**src/rtl/mem_port_arbiter.sv**
```systemverilog
// Round-robin arbiter that shares one single-port synchronous memory between
// the instruction-fetch port and the data port, one access in flight at a time.
module mem_port_arbiter #(
    parameter int WORD_LEN = 32,
    parameter int MEM_LAT  = 1
) (
    input  logic                clk,
    input  logic                rst,
    // instruction-fetch port
    input  logic                i_req,
    input  logic [WORD_LEN-1:0] i_addr,
    output logic                i_gnt,
    output logic                i_rvalid,
    output logic [WORD_LEN-1:0] i_rdata,
    // data port
    input  logic                d_req,
    input  logic                d_we,
    input  logic [WORD_LEN-1:0] d_addr,
    input  logic [WORD_LEN-1:0] d_wdata,
    output logic                d_gnt,
    output logic                d_rvalid,
    output logic [WORD_LEN-1:0] d_rdata,
    // memory macro
    output logic                m_en,
    output logic                m_we,
    output logic [WORD_LEN-1:0] m_addr,
    output logic [WORD_LEN-1:0] m_wdata,
    input  logic [WORD_LEN-1:0] m_rdata,
    output logic                busy
);

    typedef enum logic [1:0] {
        S_IDLE  = 2'd0,
        S_ISSUE = 2'd1,
        S_WAIT  = 2'd2,
        S_RESP  = 2'd3
    } state_t;

    localparam logic       OWN_I    = 1'b0;
    localparam logic       OWN_D    = 1'b1;
    localparam logic [2:0] LAT_INIT = 3'(MEM_LAT);

    state_t              r_state;
    logic                r_prio;
    logic                r_owner;
    logic                r_we;
    logic [2:0]          r_cnt;
    logic [WORD_LEN-1:0] r_addr;
    logic [WORD_LEN-1:0] r_wdata;
    logic [WORD_LEN-1:0] r_i_rdata;
    logic [WORD_LEN-1:0] r_d_rdata;
    logic                r_i_gnt;
    logic                r_d_gnt;
    logic                r_i_rvalid;
    logic                r_d_rvalid;
    logic                r_m_en;
    logic                r_m_we;
    logic                r_busy;

    // Data port wins when it is the only requester or when it holds priority.
    logic w_any_req;
    logic w_pick_d;
    assign w_any_req = i_req | d_req;
    assign w_pick_d  = d_req & (~i_req | (r_prio == OWN_D));

    always_ff @(posedge clk or posedge rst) begin
        if (rst) begin
            r_state    <= S_IDLE;
            r_prio     <= OWN_I;
            r_owner    <= OWN_I;
            r_we       <= 1'b0;
            r_cnt      <= 3'd0;
            r_addr     <= '0;
            r_wdata    <= '0;
            r_i_rdata  <= '0;
            r_d_rdata  <= '0;
            r_i_gnt    <= 1'b0;
            r_d_gnt    <= 1'b0;
            r_i_rvalid <= 1'b0;
            r_d_rvalid <= 1'b0;
            r_m_en     <= 1'b0;
            r_m_we     <= 1'b0;
            r_busy     <= 1'b0;
        end else begin
            r_i_gnt    <= 1'b0;
            r_d_gnt    <= 1'b0;
            r_i_rvalid <= 1'b0;
            r_d_rvalid <= 1'b0;
            r_m_en     <= 1'b0;
            r_m_we     <= 1'b0;
            case (r_state)
                S_IDLE: begin
                    if (w_any_req) begin
                        r_owner <= w_pick_d;
                        r_prio  <= ~w_pick_d;
                        r_we    <= w_pick_d & d_we;
                        r_addr  <= w_pick_d ? d_addr : i_addr;
                        if (w_pick_d) begin
                            r_wdata <= d_wdata;
                        end
                        // Strobes are registered so they coincide with ISSUE.
                        r_m_en  <= 1'b1;
                        r_m_we  <= w_pick_d & d_we;
                        r_i_gnt <= ~w_pick_d;
                        r_d_gnt <= w_pick_d;
                        r_busy  <= 1'b1;
                        r_state <= S_ISSUE;
                    end
                end
                S_ISSUE: begin
                    if (r_we) begin
                        r_busy  <= 1'b0;
                        r_state <= S_IDLE;
                    end else begin
                        r_cnt   <= LAT_INIT;
                        r_state <= S_WAIT;
                    end
                end
                S_WAIT: begin
                    r_cnt <= r_cnt - 3'd1;
                    if (r_cnt == 3'd1) begin
                        if (r_owner == OWN_D) begin
                            r_d_rdata  <= m_rdata;
                            r_d_rvalid <= 1'b1;
                        end else begin
                            r_i_rdata  <= m_rdata;
                            r_i_rvalid <= 1'b1;
                        end
                        r_state <= S_RESP;
                    end
                end
                S_RESP: begin
                    r_busy  <= 1'b0;
                    r_state <= S_IDLE;
                end
                default: begin
                    r_busy  <= 1'b0;
                    r_state <= S_IDLE;
                end
            endcase
        end
    end

    assign i_gnt    = r_i_gnt;
    assign i_rvalid = r_i_rvalid;
    assign i_rdata  = r_i_rdata;
    assign d_gnt    = r_d_gnt;
    assign d_rvalid = r_d_rvalid;
    assign d_rdata  = r_d_rdata;
    assign m_en     = r_m_en;
    assign m_we     = r_m_we;
    assign m_addr   = r_addr;
    assign m_wdata  = r_wdata;
    assign busy     = r_busy;

endmodule
```
**config.mk**
```make
export PLATFORM = sky130hd
export DESIGN_NAME = mem_port_arbiter
export DESIGN_NICKNAME = d
export VERILOG_FILES = /design/src/rtl/mem_port_arbiter.sv
export SDC_FILE = /design/constraint.sdc
export NUM_CORES = 1
export LEC_CHECK = 0
export CORE_ASPECT_RATIO = 1.25
export CORE_UTILIZATION = 37
export CTS_CLUSTER_DIAMETER = 80
export CTS_CLUSTER_SIZE = 30
export DETAILED_ROUTE_END_ITERATION = 12
export PLACE_DENSITY = 0.73
export SYNTH_ARGS = -nofsm -noshare
export SYNTH_HDL_FRONTEND = slang
export SYNTH_SLANG_ARGS = --single-unit
```
**constraint.sdc**
```tcl
create_clock -name clk -period 3.9 [get_ports clk]
set_input_delay 0.39 -clock clk [delete_from_list [all_inputs] [get_ports clk]]
set_output_delay 0.39 -clock clk [all_outputs]
set_load 0.02 [all_outputs]
```
Word-level counts from Yosys, hierarchy flattened
Cells that the tools add are included.

Flip-flop bits (word level): 143. Bits in latches: 0. Bits in writable memories: 0. ROM bits: 0. Bits of input ports: 133. Output and inout port bits: 135. Word-level logic and storage cells: 66. Memories kept: 0.

Add/subtract/negate cells: 1. $mul: 0. Divide/modulo/power cells: 0. $lt $le $gt $ge: 0. Equal/unequal tests: 8. Shifts and indexed selects: 0. Mux-type cells: 24. Bitwise logic cells: 7. Reduce and logical (&&, ||, !) cells: 10.

Operator list (count): $mux W32 (1); $mux W1 (16); $reduce_and A3 Y1 (4); $ne A2 B2 Y1 const B (4); $pmux W2 S4 (1); $mux W2 (3); $pmux W3 S2 (1); $reduce_and A2 Y1 (3); $eq A2 B2 Y1 const B (2); $eq A3 B1 Y1 const B (1); $mux W3 (1); $not A1 Y1 (3); $pmux W1 S3 (1); $reduce_bool A3 Y1 (1); $sub A3 B1 Y3 const B (1); $and A1 B1 Y1 (2); $eq A2 B1 Y1 const B (1); $logic_not A2 Y1 (1); $or A1 B1 Y1 (2); $reduce_bool A2 Y1 (1).

Longest topological paths before layout
Gate-level depths: netlist (run 1).

Depth in word-level cells: 6. Gate-level depth with buffers: 7. Gate-level depth less buffers: 5.

Worst setup path after synthesis (run 1)
OpenSTA, ideal clock, no wires.

Path kind: input to register. Start: in d_req. End: reg r_addr[0] (netlist: m_addr[0]). Library setup time: 126 ps. Data arrival time: 1548 ps. Data required time: 3774 ps. Slack: 2226 ps. Stages on the path: 7. Buffers on the path: 4. Cells stage by stage: buf_6 or2_1 buf_6 o211a_1 buf_6 buf_6 a221o_1.

Longest elaborated chain between the ends: 2. Elaborated cells between the ends (all ways): 4. Those cells by class: mux (1); bitwise (2); reduce/logical (1).

RTL lines: start, declared (line 16) `input logic d_req,`; $and A1 B1 Y1 / $or A1 B1 Y1 (equally long branches) (line 64, 63); $mux W32 / $reduce_and A2 Y1 (equally long branches); end signal, assigned (line 97) `r_addr <= w_pick_d ? d_addr : i_addr;`; end, declared (line 48) `logic [WORD_LEN-1:0] r_addr;`.

Parallel ways exist; a longest one is shown, timed or not. A chain may end at the register's enable or synchronous reset.

Worst setup path after layout (run 1)
Start: reg r_state[0]. End: reg r_wdata[22] (netlist: m_wdata[22]).

Longest elaborated chain between the ends: 2.

RTL lines: start, declared (line 43) `state_t r_state;`; start signal, assigned (line 68) `r_state <= S_IDLE;`; start signal, assigned (line 107) `r_state <= S_ISSUE;`; start signal, assigned (line 113) `r_state <= S_IDLE;`; $logic_not A2 Y1 (line 91) `case (r_state)`; $reduce_and A3 Y1 (no line); end signal, assigned (line 99) `r_wdata <= d_wdata;`; end, declared (line 49) `logic [WORD_LEN-1:0] r_wdata;`.

Every way passes these cells.

==> results.cfg, run 1 <==
[routing]
detail_route.wl_per_cell_um = 18.21
via_total_after_detailed_routing = 4432
drc_errors = 0
final_wirelength_mm = 15.70
first_iter_violations = 215
drt.antenna.violating_nets = 0
dr.pass1.iters = 4
route.detailed.vias_per_inst = 5.142

[clocking]
clk_pin_slew_worst_setup_hold_paths_ns = 0.06
cts_hold_buf = 0
root_buffer_selected_by_cts = sky130_fd_sc_hd__clkbuf_16
number_of_buffers_created_by_cts = 17
h-tree-depth = 4
cts_sinks = 143
post_cts.repair.setup_buffers = 0
tritoncts_clock_tree = done
worst_case_clock_buffer_depth = 2
cts-resized-gates = 0
clock_latency_ns = 0.42

[timing]
fmax_ghz = 0.3981
finalHoldWorstSlack_ns = 0.3816
report.final.hold_viol_count = 0
max-slew-margin-rel = 0.2807
setup-tns-final_ns = 0
finalCritPeriodShare = 0.6442
post-route-min-period_ns = 2.512
timing_max_transition_violations_final = 0
setup_violations = 0
rsz0062_at_grt = false
finalClockSkew_ns = 0.006283
worst_pin_slew_ns = 1.079

[outcome]
result_of_the_run = completed

[power_and_ir_drop]
netSwitchingFraction = 0.3576
pwr-share-clk = 0.197
internal_power_uw = 5201
p_switching_uw = 2895
pwr-share-comb = 0.476
powerDensity_nw_per_um2 = 892.7
p_leak_uw = 0.003732
seqPwrFrac = 0.326
maximum_ir_drop_on_the_vdd_rail_mv = 0.3989

[synth]
ys_async_sr_fraction = 1.000
net_count_after_synthesis = 538
syn-cell-area_um2 = 5675
synth_warnings = 0
portion_of_synthesized_cell_area_occupied_by_the_leading_cell_type = 0.6305
seq_area_frac_synth = 0.6305
post_synth_main_area_contributors = sky130_fd_sc_hd__dfrtp_1 63%, sky130_fd_sc_hd__mux2_2 19%, sky130_fd_sc_hd__a221o_1 2.8%
postSynth.topFlopCell = sky130_fd_sc_hd__dfrtp_1
synthDominantAreaCellType = sky130_fd_sc_hd__dfrtp_1
netlist_instances = 403
synth-edff-count = 0
synth_cell_type_count = 29
syn_avg_cell_area_um2 = 14.08
postSynthRegisterBits = 143

[setup_path]
timing.reg2reg.worst_path_depth = 4
worst_setup_path_class = reg2reg
cp_num_buf_inv = 1
cp_cell_sequence = nor2_2 > buf_4 > and3_2 > mux2_2
critical-path-max-stage-delay_ns = 0.97
worstPathArrival_ns = 2.81
critPathMaxFanout = 48
critPathTopFamily = simple AND/OR/NAND/NOR gates
timing.critical_path.slowest_stage_cell = sky130_fd_sc_hd__and3_2
worst_ep_required_time_ns = 4.20
endpoint_kind = flop
worstSetupStartpointType = flop
worstSetupPathDepth = 4

[cells_and_area]
stdcell_count = 862
synthToLayoutAreaGrowth_pct = 59.81
drive_above_1_share = 0.2029
num-nets-final = 802
antenna-diode-count = 0

[grt]
number_of_global_route_vias_before_repair = 4872
initial_antenna_violation_count = 0
grt_max_degree = 68
grt.overflow.total = 0
grt_usage = 0.2092
grt_first_pass_wirelength_mm = 25.24

[floorplan]
floorplan.initialDensity = 0.3796
die_width_um = 112.8
rows = 50
core_area_um2 = 14950
top_level_ports = 268
die-area_um2 = 15840
die_boundary_height_um = 140.5

[placed_design]
port_buffers = 267
detailed_place_hpwl_mm = 11.20
weighted_congestion_reported_at_the_end_of_routability_driven_placement = 0.8775
numPlacedInstances = 830

[flow_run]
maxCapViolations = 0

[hold_path]
timing.hold.worst.class = in2async
[worst paths after layout]
path | startpoint | endpoint | slack [ns]
worst max-delay path | r_state[0] | m_wdata[22] | 1.39
worst min-delay path | rst | d_rdata[5] | 0.38
worst max register to register | r_state[0] | m_wdata[22] | 1.39
worst min register to register | d_rdata[30] | d_rdata[30] | 0.50
max in group asynchronous | rst | r_cnt[0] | 2.46
min in group clk | d_rdata[30] | d_rdata[30] | 0.50
[layer usage]
layer / vias up / GRT usage / wire (µm)
met2: 225 / 0.3655 / 7960
met3: 26 / 0.07270 / 1350
met5: - / 0 / 0
li1: 1999 / - / -
met1: 2182 / 0.2340 / 6102
met4: 0 / 0.07789 / 287
[kinds of logic after synthesis]
group | Yosys count | synth area share
mux | 96 | 0.1905
flops | 143 | 0.6305
compound gates | 93 | 0.1113
fa+ha+maj | 2 | 0.004408
buf+inv | 36 | 0.03351
simple gates | 33 | 0.02976
[per-stage QoR]
stage | cell area, µm² | worst slack, ns | util | power [µW]
2_1_floorplan | 5679 | 1.719 | - | 4648
3_3_place_gp | 8487 | 1.149 | 0.5676 | 6430
3_5_place_dp | 8487 | 1.040 | 0.5676 | 6544
4_1_cts | 9070 | 1.394 | 0.6066 | 8174
5_1_grt | 9070 | 1.273 | 0.6066 | 8548
6_report | 9070 | 1.388 | 0.6066 | 8097
[flip-flops by register name, indices dropped and copies added (netlist names), named ones only]
signal,count
i_rdata,32
r_state,1
d_rdata,32
i_gnt,1
m_addr,32
r_owner,1
d_rvalid,1
m_wdata,32
m_en,1
r_cnt,3
m_we,1
i_rvalid,1
r_prio,1
r_we,1
d_gnt,1
busy,1
[cell usage in the layout (no fill, tap or decap), types with 2 or more instances in the layout]
cell type	n
sky130_fd_sc_hd__a221o_1	16
sky130_fd_sc_hd__nor2_2	2
sky130_fd_sc_hd__inv_6	2
sky130_fd_sc_hd__ha_1	2
sky130_fd_sc_hd__nor2b_1	2
sky130_fd_sc_hd__mux2_2	96
sky130_fd_sc_hd__clkinv_2	2
sky130_fd_sc_hd__o21ai_0	19
sky130_fd_sc_hd__clkbuf_1	2
sky130_fd_sc_hd__clkbuf_16	17
sky130_fd_sc_hd__bufinv_16	2
sky130_fd_sc_hd__nand3_1	16
sky130_fd_sc_hd__dfrtp_1	143
sky130_fd_sc_hd__inv_1	5
sky130_fd_sc_hd__a31oi_1	16
sky130_fd_sc_hd__a21oi_1	18
sky130_fd_sc_hd__a21o_1	3
sky130_fd_sc_hd__a21boi_0	16
sky130_fd_sc_hd__clkdlybuf4s50_1	267
sky130_fd_sc_hd__clkinv_4	3
sky130_fd_sc_hd__or2_1	2
sky130_fd_sc_hd__buf_4	6
sky130_fd_sc_hd__nor2_1	2
sky130_fd_sc_hd__clkinvlp_4	4
sky130_fd_sc_hd__nand2_1	5
[power groups by stage]
stage | Sequential, µW | Combinational (µW) | Clock [µW]
floorplan | 3480 | 1170 | 0
global placement | 2620 | 3810 | 0
detailed placement | 2660 | 3890 | 0
CTS | 2640 | 3890 | 1640
global route | 2740 | 4100 | 1710
finish | 2640 | 3860 | 1600
[layout make-up]
| class | instances | area [µm²] |
|---|---|---|
| fill | 1163 | 5882 |
| tap | 182 | 227.7 |
| clock inverter | 12 | 136.4 |
| timing repair buffer | 274 | 2738 |
| sequential | 143 | 3578 |
| clock buffer | 20 | 446.7 |
| inverter | 7 | 30.03 |
| multi-input combinational | 224 | 1913 |
[synthesized netlist by cell type (all sizes together) (2+ instances only)]
cell type / count
nand2: 5
o21ai: 19
buf: 18
a31oi: 16
a221o: 16
nor2: 4
a21boi: 16
a21oi: 18
nand3: 16
mux2: 96
or2: 2
inv: 6
ha: 2
a21o: 3
clkbuf: 11
nor2b: 2
dfrtp: 143
Note: power is estimated with default switching activity, not from simulation.
==> run 2, diff against run 1 <==
--- a/config.mk
+++ b/config.mk
@@ -6,11 +6,11 @@
 export NUM_CORES = 1
 export LEC_CHECK = 0
 export CORE_ASPECT_RATIO = 1.25
-export CORE_UTILIZATION = 37
+export CORE_UTILIZATION = 41
 export CTS_CLUSTER_DIAMETER = 80
 export CTS_CLUSTER_SIZE = 30
 export DETAILED_ROUTE_END_ITERATION = 12
-export PLACE_DENSITY = 0.73
+export PLACE_DENSITY = 0.77
 export SYNTH_ARGS = -nofsm -noshare
 export SYNTH_HDL_FRONTEND = slang
 export SYNTH_SLANG_ARGS = --single-unit
==> constraint.sdc (replaced) <==
create_clock -name clk -period 2.4 [get_ports clk]
set_input_delay 0.24 -clock clk [delete_from_list [all_inputs] [get_ports clk]]
set_output_delay 0.24 -clock clk [all_outputs]
set_load 0.02 [all_outputs]
==> results.cfg, run 2 (same netlist as run 1, synthesis figures left out) <==
[power_and_ir_drop]
maximum_ir_drop_on_the_vdd_rail_mv = 0.7693
p_leak_uw = 0.003791
netSwitchingFraction = 0.3507
p_switching_uw = 4744
pwr-share-comb = 0.467
powerDensity_nw_per_um2 = 1474
tot_pwr_uw = 13530
seqPwrFrac = 0.318
pwr-share-clk = 0.215
internal_power_uw = 8782

[outcome]
result_of_the_run = completed

[timing]
fmax_ghz = 0.5287
finalClockSkew_ns = 0.008620
post-route-worst-setup-slack_ns = 0.5084
setup-tns-final_ns = 0
finalHoldWorstSlack_ns = 0.1823
report.final.hold_viol_count = 0
max-slew-margin-rel = 0.6004
setup_violations = 0
rsz0062_at_grt = false
timing_max_transition_violations_final = 0
finalCritPeriodShare = 0.7882
worst_pin_slew_ns = 0.5994
post-route-min-period_ns = 1.892

[floorplan]
rows = 47
die_width_um = 107.2
die-area_um2 = 14320
floorplan.initialDensity = 0.4252
core_area_um2 = 13350
die_boundary_height_um = 133.5
top_level_ports = 268

[setup_path]
worst_ep_required_time_ns = 2.72
endpoint_kind = flop
crit-reg2reg-launch = r_state[0]
worstPathArrival_ns = 2.21
worst-r2r-setup-slack_ns = 0.51
worst_setup_path_class = reg2reg
regToRegEndpoint = m_addr[26]
timing.reg2reg.worst_path_depth = 5
critPathMaxFanout = 34
worstSetupStartpointType = flop

[placed_design]
port_buffers = 267
detailed_place_hpwl_mm = 11.69
numPlacedInstances = 822
place_worst_setup_slack_ns = 0.1336
weighted_congestion_reported_at_the_end_of_routability_driven_placement = 0.8149

[routing]
route.detailed.vias_per_inst = 5.198
drt.antenna.violating_nets = 0
first_iter_violations = 187
detail_route.wl_per_cell_um = 18.40
final_wirelength_mm = 15.71
via_total_after_detailed_routing = 4439
dr.pass1.iters = 4
drc_errors = 0

[clocking]
clk_pin_slew_worst_setup_hold_paths_ns = 0.06
number_of_buffers_created_by_cts = 17
cts_sinks = 143
cts-resized-gates = 0
cts_hold_buf = 0
h-tree-depth = 4
worst_case_clock_buffer_depth = 2
post_cts.repair.setup_buffers = 0
clock_latency_ns = 0.41
root_buffer_selected_by_cts = sky130_fd_sc_hd__clkbuf_16
tritoncts_clock_tree = done

[grt]
grt_max_degree = 69
initial_antenna_violation_count = 0
grt_usage = 0.2277
grt.overflow.total = 0
number_of_global_route_vias_before_repair = 4777
grt_first_pass_wirelength_mm = 24.86

[flow_run]
maxCapViolations = 0

[cells_and_area]
leading_cell_type_in_the_layout_fill_and_taps_excluded = sky130_fd_sc_hd__clkdlybuf4s50_1
antenna-diode-count = 0
mostFrequentLayoutCells = 267 x sky130_fd_sc_hd__clkdlybuf4s50_1, 143 x sky130_fd_sc_hd__dfrtp_1, 96 x sky130_fd_sc_hd__mux2_2, 19 x sky130_fd_sc_hd__o21ai_0, 18 x sky130_fd_sc_hd__a21oi_1
num-nets-final = 805
synthToLayoutAreaGrowth_pct = 61.73
drive_above_1_share = 0.2079
stdcell_count = 854

[hold_path]
timing.hold.worst.class = in2async
## run 2: changes by cell type in the layout (fill, tap and decap cells not counted), sizes merged
cell      change
buf           +3
bufinv        +3
clkbuf        -2
clkinv        -3
clkinvlp      -1
inv           +3
## run 2: cell type report
type	count	area, µm²
Inverter	7	30.03
Sequential cell	143	3578
Clock buffer	18	429.2
Timing Repair Buffer	277	2785
Fill cell	983	4170
Tap cell	171	214.0
Clock inverter	14	229.0
Multi-Input combinational cell	224	1913
## run 2: routing by layer
| layer | up-vias | part of all wire | track usage |
|---|---|---|---|
| li1 | 2012 | - | - |
| met1 | 2170 | 0.36 | 0.2507 |
| met2 | 230 | 0.52 | 0.4043 |
| met3 | 27 | 0.092 | 0.07926 |
| met4 | 0 | 0.022 | 0.07839 |
| met5 | - | 0 | 0 |
## run 2: through the flow
stage                     cell area [µm²]  utilization
final                                9179       0.6876
after global routing                 9179       0.6876
after CTS                            9179       0.6876
after detailed placement             8521       0.6383
after global placement               8521       0.6383
after floorplan                      5679            -
## run 2: how the worst max path moves through the flow
stage | cells past startpoint | end | slack (ns) | from
floorplan | 1 | async pin | 0.37 | rst
detailed placement | 4 | m_addr[30] | 0.13 | d_req
CTS | 4 | m_addr[30] | 0.50 | r_state[0]
finish | 5 | m_addr[26] | 0.51 | r_state[0]
global placement | 4 | m_addr[7] | 0.24 | d_req
global route | 5 | m_addr[26] | 0.32 | r_state[0]
## run 2: critical path, cell delays in order (launching register included)
cell and delay (ns):
sky130_fd_sc_hd__dfrtp_1 0.49, sky130_fd_sc_hd__nor2_2 0.08, sky130_fd_sc_hd__buf_4 0.25, sky130_fd_sc_hd__nand2_1 0.21, sky130_fd_sc_hd__clkinv_1 0.46, sky130_fd_sc_hd__a31oi_1 0.32
## run 2: power by group through the flow
| stage | clock network (µW) | registers [µW] | logic [µW] |
|---|---|---|---|
| global placement | 0 | 4250 | 6210 |
| floorplan | 0 | 5650 | 1900 |
| global route | 3070 | 4450 | 6690 |
| detailed placement | 0 | 4330 | 6380 |
| CTS | 2980 | 4300 | 6400 |
| finish | 2910 | 4300 | 6320 |
==> run 3, diff against run 2 <==
--- a/config.mk
+++ b/config.mk
@@ -6,11 +6,11 @@
 export NUM_CORES = 1
 export LEC_CHECK = 0
 export CORE_ASPECT_RATIO = 1.25
-export CORE_UTILIZATION = 41
+export CORE_UTILIZATION = 37
 export CTS_CLUSTER_DIAMETER = 80
 export CTS_CLUSTER_SIZE = 30
 export DETAILED_ROUTE_END_ITERATION = 12
-export PLACE_DENSITY = 0.77
+export PLACE_DENSITY = 0.73
 export SYNTH_ARGS = -nofsm -noshare
 export SYNTH_HDL_FRONTEND = slang
 export SYNTH_SLANG_ARGS = --single-unit
==> constraint.sdc (replaced) <==
create_clock -name clk -period 1.7 [get_ports clk]
set_input_delay 0.17 -clock clk [delete_from_list [all_inputs] [get_ports clk]]
set_output_delay 0.17 -clock clk [all_outputs]
set_load 0.02 [all_outputs]
==> results.cfg, run 3 (same netlist as run 1, synthesis figures left out) <==
[floorplan]
top_level_ports = 268
floorplan.initialDensity = 0.3796
die_width_um = 112.8
die_boundary_height_um = 140.5
die-area_um2 = 15840
rows = 50
core_area_um2 = 14950

[setup_path]
regToRegEndpoint = d_rdata[27]
crit-reg2reg-launch = r_cnt[1]
critPathMaxFanout = 8
critical-path-max-stage-delay_ns = 0.39
worst_ep_required_time_ns = 1.99
critPathTopFamily = simple AND/OR/NAND/NOR gates
cp_cell_sequence = inv_2 > ha_4 > nand4bb_4 > or2_4 > clkbuf_16 > mux2_2
worstSetupStartpointType = flop
worst_setup_path_class = reg2reg
endpoint_kind = flop
timing.critical_path.slowest_stage_cell = sky130_fd_sc_hd__dfrtp_1
worst-r2r-setup-slack_ns = 0.04
cp_num_buf_inv = 2
timing.reg2reg.worst_path_depth = 6
worstPathArrival_ns = 1.95

[timing]
fmax_ghz = 0.6023
setup_violations = 0
post-route-worst-setup-slack_ns = 0.03970
finalClockSkew_ns = 0.008293
finalCritPeriodShare = 0.9766
worst_pin_slew_ns = 0.4460
max-slew-margin-rel = 0.7021
post-route-min-period_ns = 1.660
report.final.hold_viol_count = 0
timing_max_transition_violations_final = 0
finalHoldWorstSlack_ns = 0.1174
setup-tns-final_ns = 0
rsz0062_at_grt = true

[cells_and_area]
fillCellCount = 1164
register_area_um2 = 3578
drive_above_1_share = 0.2350
num-nets-final = 824
mostFrequentLayoutCells = 267 x sky130_fd_sc_hd__clkdlybuf4s50_1, 143 x sky130_fd_sc_hd__dfrtp_1, 95 x sky130_fd_sc_hd__mux2_2, 20 x sky130_fd_sc_hd__clkbuf_16, 19 x sky130_fd_sc_hd__o21ai_0
synthToLayoutAreaGrowth_pct = 66.82
finalInstanceArea_um2 = 9468
leading_cell_type_in_the_layout_fill_and_taps_excluded = sky130_fd_sc_hd__clkdlybuf4s50_1
antenna-diode-count = 0
multi_input_area_um2 = 1953

[clocking]
clk_pin_slew_worst_setup_hold_paths_ns = 0.06
h-tree-depth = 4
cts_sinks = 143
cts_hold_buf = 0
root_buffer_selected_by_cts = sky130_fd_sc_hd__clkbuf_16
worst_case_clock_buffer_depth = 2
tritoncts_clock_tree = done
number_of_buffers_created_by_cts = 17
clock_latency_ns = 0.41

[power_and_ir_drop]
p_leak_uw = 0.003936
maximum_ir_drop_on_the_vdd_rail_mv = 1.016
powerDensity_nw_per_um2 = 2046

[flow_run]
maxCapViolations = 0

[grt]
initial_antenna_violation_count = 0
grt_first_pass_wirelength_mm = 25.72
number_of_global_route_vias_before_repair = 5092
grt.overflow.total = 0
grt_max_degree = 45
grt_usage = 0.2126

[routing]
drc_errors = 0
dr.pass1.iters = 5
first_iter_violations = 235
via_total_after_detailed_routing = 4592
final_wirelength_mm = 16.48
drt.antenna.violating_nets = 0
route.detailed.vias_per_inst = 5.195
detail_route.wl_per_cell_um = 18.64

[placed_design]
port_buffers = 267
place_worst_setup_slack_ns = -0.1116
postPlaceCellArea_um2 = 8702
weighted_congestion_reported_at_the_end_of_routability_driven_placement = 0.8120
detailed_place_hpwl_mm = 11.73

[hold_path]
timing.hold.worst.class = in2async

[outcome]
result_of_the_run = completed
## run 3: cell count changes in the layout (fill, tap and decap cells not counted), sizes merged
cell and change:
bufinv -1, clkinvlp -1, inv -5, buf +16, clkbuf +6, clkinv +4
## run 3: how the worst max path moves through the flow
stage	startpoint	end	cells after the start
2_1_floorplan	rst	async pin	1
3_3_place_gp	i_req	m_addr[8]	6
3_5_place_dp	d_req	m_addr[31]	5
4_1_cts	r_cnt[1]	i_rdata[15]	6
5_1_grt	r_cnt[1]	d_rdata[25]	6
6_report	r_cnt[1]	d_rdata[27]	6
## run 3: repair_timing
item	in CTS	in global routing
pin swaps	0	1
resized for setup	0	7
buffers inserted	0	1
endpoints found under the setup margin	20	64
cloned	0	4
## run 3: cell type report
type | instances | share of cell area
Clock buffer | 21 | 0.04969
Clock inverter | 11 | 0.01705
Inverter | 7 | 0.003172
Multi-Input combinational cell | 224 | 0.2063
Sequential cell | 143 | 0.3780
Tap cell | 182 | 0.02405
Timing Repair Buffer | 296 | 0.3218
## run 3: routing by layer
layer | up-vias | part of all wire | global-route usage
met1 | 2268 | 0.39 | 0.2322
met3 | 34 | 0.081 | 0.08178
met4 | 0 | 0.028 | 0.09333
li1 | 2061 | - | -
met5 | - | 0 | 0
met2 | 229 | 0.51 | 0.3655
## run 3: stage by stage
stage / cells / util / power [µW]
after floorplan: 403 / - / 10660
after global placement: 847 / 0.5820 / 15030
after detailed placement: 847 / 0.5820 / 15360
after CTS: 879 / 0.6243 / 19380
after global routing: 884 / 0.6332 / 20420
final: 884 / 0.6332 / 19380
## run 3: power by group
| part | internal (µW) | total [µW] | leakage [µW] | switching (µW) |
|---|---|---|---|---|
| Combinational | 4970 | 9370 | 0.00194 | 4400 |
| Clock | 2560 | 3930 | 0.000313 | 1370 |
| Sequential | 5120 | 6070 | 0.00169 | 945 |
| Total | 12700 | 19400 | 0.00394 | 6720 |
==> RTL edit 1: new RTL, config.mk and constraints of run 2 <==
Encoding of `state_t`: now one-hot (4 bits for 4 states).
--- a/src/rtl/mem_port_arbiter.sv
+++ b/src/rtl/mem_port_arbiter.sv
@@ -29,11 +29,11 @@
     output logic                busy
 );
 
-    typedef enum logic [1:0] {
-        S_IDLE  = 2'd0,
-        S_ISSUE = 2'd1,
-        S_WAIT  = 2'd2,
-        S_RESP  = 2'd3
+    typedef enum logic [3:0] {
+        S_IDLE  = 4'b0001,
+        S_ISSUE = 4'b0010,
+        S_WAIT  = 4'b0100,
+        S_RESP  = 4'b1000
     } state_t;
 
     localparam logic       OWN_I    = 1'b0;
Check against the original RTL: same outputs for any inputs over 4 cycles, from zero or initial values and one cycle with rst high; so few cycles prove little.
==> RTL edit 1 against run 2 <==
Worst setup slack lost 0.18 ns; design area up 2.0%; sequential share of layout area is 0.21 points lower; routed wire length is 2.9% higher; hold slack gained 0.039 ns; synthesized area up 2.7%; sequential cell count up 2; die area rose by 2.7%; total power is 3.0% lower; global-route usage fell by 0.23 points; largest power group unchanged.
==> RTL edit 1: results (changes against run 2) <==
| Metric | Value |
|---|---|
| Net Switching | `0.004647 W (-2.1%)` |
| Ys async rst share | `100.0% (unchanged)` |
| Dpl cells | `834 (+1.5%)` |
| Post-DP HPWL | `12040 µm (+3.0%)` |
| Area post-placement | `8755 µm² (+2.7%)` |
| Sequential fraction of the synthesis area | `62.27% (-0.78 points)` |
| Number of global-route vias before repair | `4834 (+1.2%)` |
| Net Count, Synth | `539 (+0.19%)` |
| Post-synth top cells | `144 x dfrtp_1, 80 x mux2_2, 21 x a21boi_0, 21 x a221o_1` |
| Status | `completed` |
| Compound-gate portion of the synthesized area | `11.03% (-0.10 points)` |
| Max FO, Critical Path | `35 (+2.9%)` |
| Met3 Resource Use GR | `8.658% (+0.73 points)` |
| First-pass GRT wire length | `24940 µm (+0.31%)` |
| Largest net degree at the start of global routing | `61 (-12%)` |
| Adder-cell share of the synthesized area | `0.4293% (-0.012 points)` |
| Met3 wire len | `1492 µm (+2.7%)` |
| Clk_skew | `0.01158 ns (+0.002963 ns)` |
| Worst-margin pin slew | `0.5138 ns (-0.08569 ns)` |
| WL met1 | `5819 µm (+2.0%)` |
| Max Clock Freq | `0.4830 GHz (-8.6%)` |
| DR vias | `4518 (+1.8%)` |
| Final cell count without fillers | `866 (+1.4%)` |
| Fillcell total | `1012 (+3.0%)` |
| Worst IR Drop VDD | `0.0008337 V (+8.4%)` |
| Met2 routed WL | `8674 µm (+5.7%)` |
| Grt met1 use | `24.69% (-0.38 points)` |
| Mux contribution to synthesized area | `18.54% (-0.50 points)` |
| Share of cells above drive strength 1 | `19.25% (-1.5 points)` |
| Combinational share of power | `47.0% (+0.3 points)` |
| Slowest stage delay, CP | `0.47 ns (-0.02 ns)` |
| Area grow syn2layout | `60.57%` |
| Pleak | `3.977 nW (+4.9%)` |
| DRT Pass-1 Iters | `4 (unchanged)` |
| Mean Syn Cell Area | `14.43 µm² (+2.5%)` |
| R2R Setup Slk | `0.33 ns (-0.18 ns)` |
| Number of DRC markers in iteration 0 | `149 (-20%)` |
| Top post-synthesis cells by area | `dfrtp_1 62%, mux2_2 15%, a221o_1 3.6%` |
| Gpl congestion | `0.8275 (+1.5%)` |
| End point of the critical path | `m_addr[20]` |
| Routed wire per std cell | `18.67 µm (+1.5%)` |
| Met2 Usage GRT | `40.30% (-0.13 points)` |
| Worst path arrival time | `2.33 ns (+0.12 ns)` |
| Worst R2R Start | `r_state[1]` |
| Max_cap viols | `0 (unchanged)` |
| Total track usage | `22.54% (-0.23 points)` |
| TritonCTS Buffers | `17 (unchanged)` |
| Worst hold slack | `0.2211 ns (+0.03876 ns)` |
| Synth unique cells | `39 (+34%)` |
| NumNets Final | `813 (+0.99%)` |
[RTL edit 1: changes by cell type after synthesis, moves of 7 or more]
cell | before | now
nand3b_1 | 0 | 12
nand3_1 | 16 | 2
mux2_2 | 96 | 80
buf_2 | 11 | 4
mux2_1 | 0 | 16
o21ai_0 | 19 | 12
[RTL edit 1: final cells by class]
| cell class | count | area share, % |
|---|---|---|
| Tap cell | 175 | 2.339 |
| Inverter | 7 | 0.3208 |
| Clock inverter | 12 | 1.698 |
| Sequential cell | 145 | 38.78 |
| Timing Repair Buffer | 282 | 30.42 |
| Clock buffer | 20 | 4.772 |
| Multi-Input combinational cell | 225 | 21.67 |
[RTL edit 1: power by group through the flow]
stage               combinational (W)  sequential, W  clock [W]
floorplan                     0.00194        0.00552          0
global placement              0.00605        0.00424          0
detailed placement            0.00621        0.00429          0
CTS                           0.00622        0.00428    0.00274
global route                  0.00653        0.00442    0.00286
finish                        0.00617        0.00427    0.00268
==> RTL edit 2: new RTL, config.mk and constraints of run 2 <==
Without the edit above. The parameter `WORD_LEN` goes from 32 to 16.
--- a/src/rtl/mem_port_arbiter.sv
+++ b/src/rtl/mem_port_arbiter.sv
@@ -1,7 +1,7 @@
 // Round-robin arbiter that shares one single-port synchronous memory between
 // the instruction-fetch port and the data port, one access in flight at a time.
 module mem_port_arbiter #(
-    parameter int WORD_LEN = 32,
+    parameter int WORD_LEN = 16,
     parameter int MEM_LAT  = 1
 ) (
     input  logic                clk,
Ports: changed (8 resized); port bits go from 268 to 140. The function was not compared with the original's and may differ.
==> RTL edit 2 against run 2 <==
Sequential cell count down 64; worst setup slack better by 0.045 ns; routed wire length is 53% lower; cell count is 48% lower; clock skew up 0.0029 ns; synthesized area shrank 43%; design area is 47% lower; fmax rose by 2.5%; total power is 49% lower; non-clock buffer count fell by 136; critical path type unchanged; highest routed layer unchanged.
==> RTL edit 2: results (changes against run 2) <==
| Metric | Value |
|---|---|
| Pleak | `2.112 nW (-44%)` |
| Worst R2R Start | `r_cnt[1]` |
| Synth unique cells | `31 (+6.9%)` |
| Top post-synthesis cells by area | `dfrtp_1 61%, mux2_2 13%, a221o_1 5.0%` |
| IO Port Bufs | `139 (-48%)` |
| Routed wire per std cell | `16.52 µm (-10%)` |
| Net Count, Synth | `282 (-48%)` |
| NumNets Final | `422 (-48%)` |
| Worst slack, placed | `0.4894 ns (+0.3558 ns)` |
| Number of global-route vias before repair | `2286 (-52%)` |
| Worst IR Drop VDD | `0.0006662 V (-13%)` |
| Share of cells above drive strength 1 | `19.38% (-1.4 points)` |
| Worst R2R End | `i_rdata[13]` |
| Via/cell ratio | `5.031 (-3.2%)` |
| H-tree depth | `3 (-1)` |
| Root Driver | `clkbuf_8` |
| Max FO, Critical Path | `17 (-50%)` |
| Gpl congestion | `0.8072 (-0.94%)` |
| Dpl cells | `432 (-47%)` |
| Synth Instances | `211 (-48%)` |
| TritonCTS Buffers | `9 (-8)` |
| R2R Setup Slk | `0.55 ns (+0.05 ns)` |
| Routed wire length | `7399 µm (-53%)` |
| Total track usage | `19.25% (-3.5 points)` |
| Clk_skew | `0.01151 ns (+0.002886 ns)` |
| Largest net degree at the start of global routing | `80 (+16%)` |
| Sequential fraction of the synthesis area | `61.48% (-1.6 points)` |
| Post-DP HPWL | `5321 µm (-54%)` |
| Compound-gate portion of the synthesized area | `11.13% (about the same)` |
| Worst-margin pin slew | `1.080 ns (+0.4805 ns)` |
| Status | `completed` |
| Clock Latency Late Sink | `0.35 ns (-0.06 ns)` |
[RTL edit 2: changes by cell type after synthesis, moves of 16 or more]
cell and change:
nand3_1 -16, a21boi_0 -16, o21ai_0 -16, dfrtp_1 -64, mux2_2 -59, a31oi_1 -16, o21a_1 +16
[RTL edit 2: kinds of logic after synthesis]
family,count (synthesis)
buffers and inverters,18
and+or+nand+nor,20
AOI/OAI and AO/OA,44
adders and majority gates,2
muxes,48
DFF,79
[RTL edit 2: power breakdown]
part / switching, W / internal [W] / total (W)
Sequential: 0.000395 / 0.00198 / 0.00238
Clock: 0.000472 / 0.000641 / 0.00111
Combinational: 0.00156 / 0.00186 / 0.00342
[RTL edit 2: final cells by class]
cell class | instances | area [µm²]
Multi-Input combinational cell | 114 | 1111
Sequential cell | 79 | 1977
Tap cell | 92 | 115.1
Clock inverter | 5 | 80.08
Timing Repair Buffer | 141 | 1431
Clock buffer | 11 | 151.4
Inverter | 6 | 23.77
Fill cell | 573 | 2599
[RTL edit 2: worst max path at each step]
stage             start     endpoint  slack (ns)  depth (start not counted)
2_1_floorplan       rst    async pin        0.14                          1
3_3_place_gp      d_req    m_addr[3]        0.54                          4
3_5_place_dp      d_req    m_addr[0]        0.49                          4
4_1_cts        r_cnt[1]   i_rdata[3]        0.52                          5
5_1_grt        r_cnt[1]  i_rdata[13]        0.44                          5
6_report       r_cnt[1]  i_rdata[13]        0.55                          5
[RTL edit 2: layer usage]
layer / wire length, µm / up-vias / share of wire (%) / track usage, %
met3: 504 / 9 / 6.8 / 5.882
li1: - / 1049 / - / -
met5: 0 / - / 0 / 0
met4: 97 / 0 / 1.3 / 6.181
met1: 2989 / 1111 / 40 / 23.49
met2: 3807 / 85 / 51 / 32.19
[RTL edit 2: metrics by stage]
step / cell area (µm²) / hold WS (ns)
after CTS: 4890 / 0.3144
final: 4890 / 0.3020
after global routing: 4890 / 0.3044
after floorplan: 3216 / 0.3686
after detailed placement: 4658 / 0.4851
after global placement: 4658 / 0.4717
[RTL edit 2: worst max-delay path, stage by stage, from the launching register on]
cell       delay (ns)
dfrtp_1          0.38
inv_1            0.10
ha_1             0.27
nand4bb_4        0.15
nor2_4           0.44
mux2_2           0.40
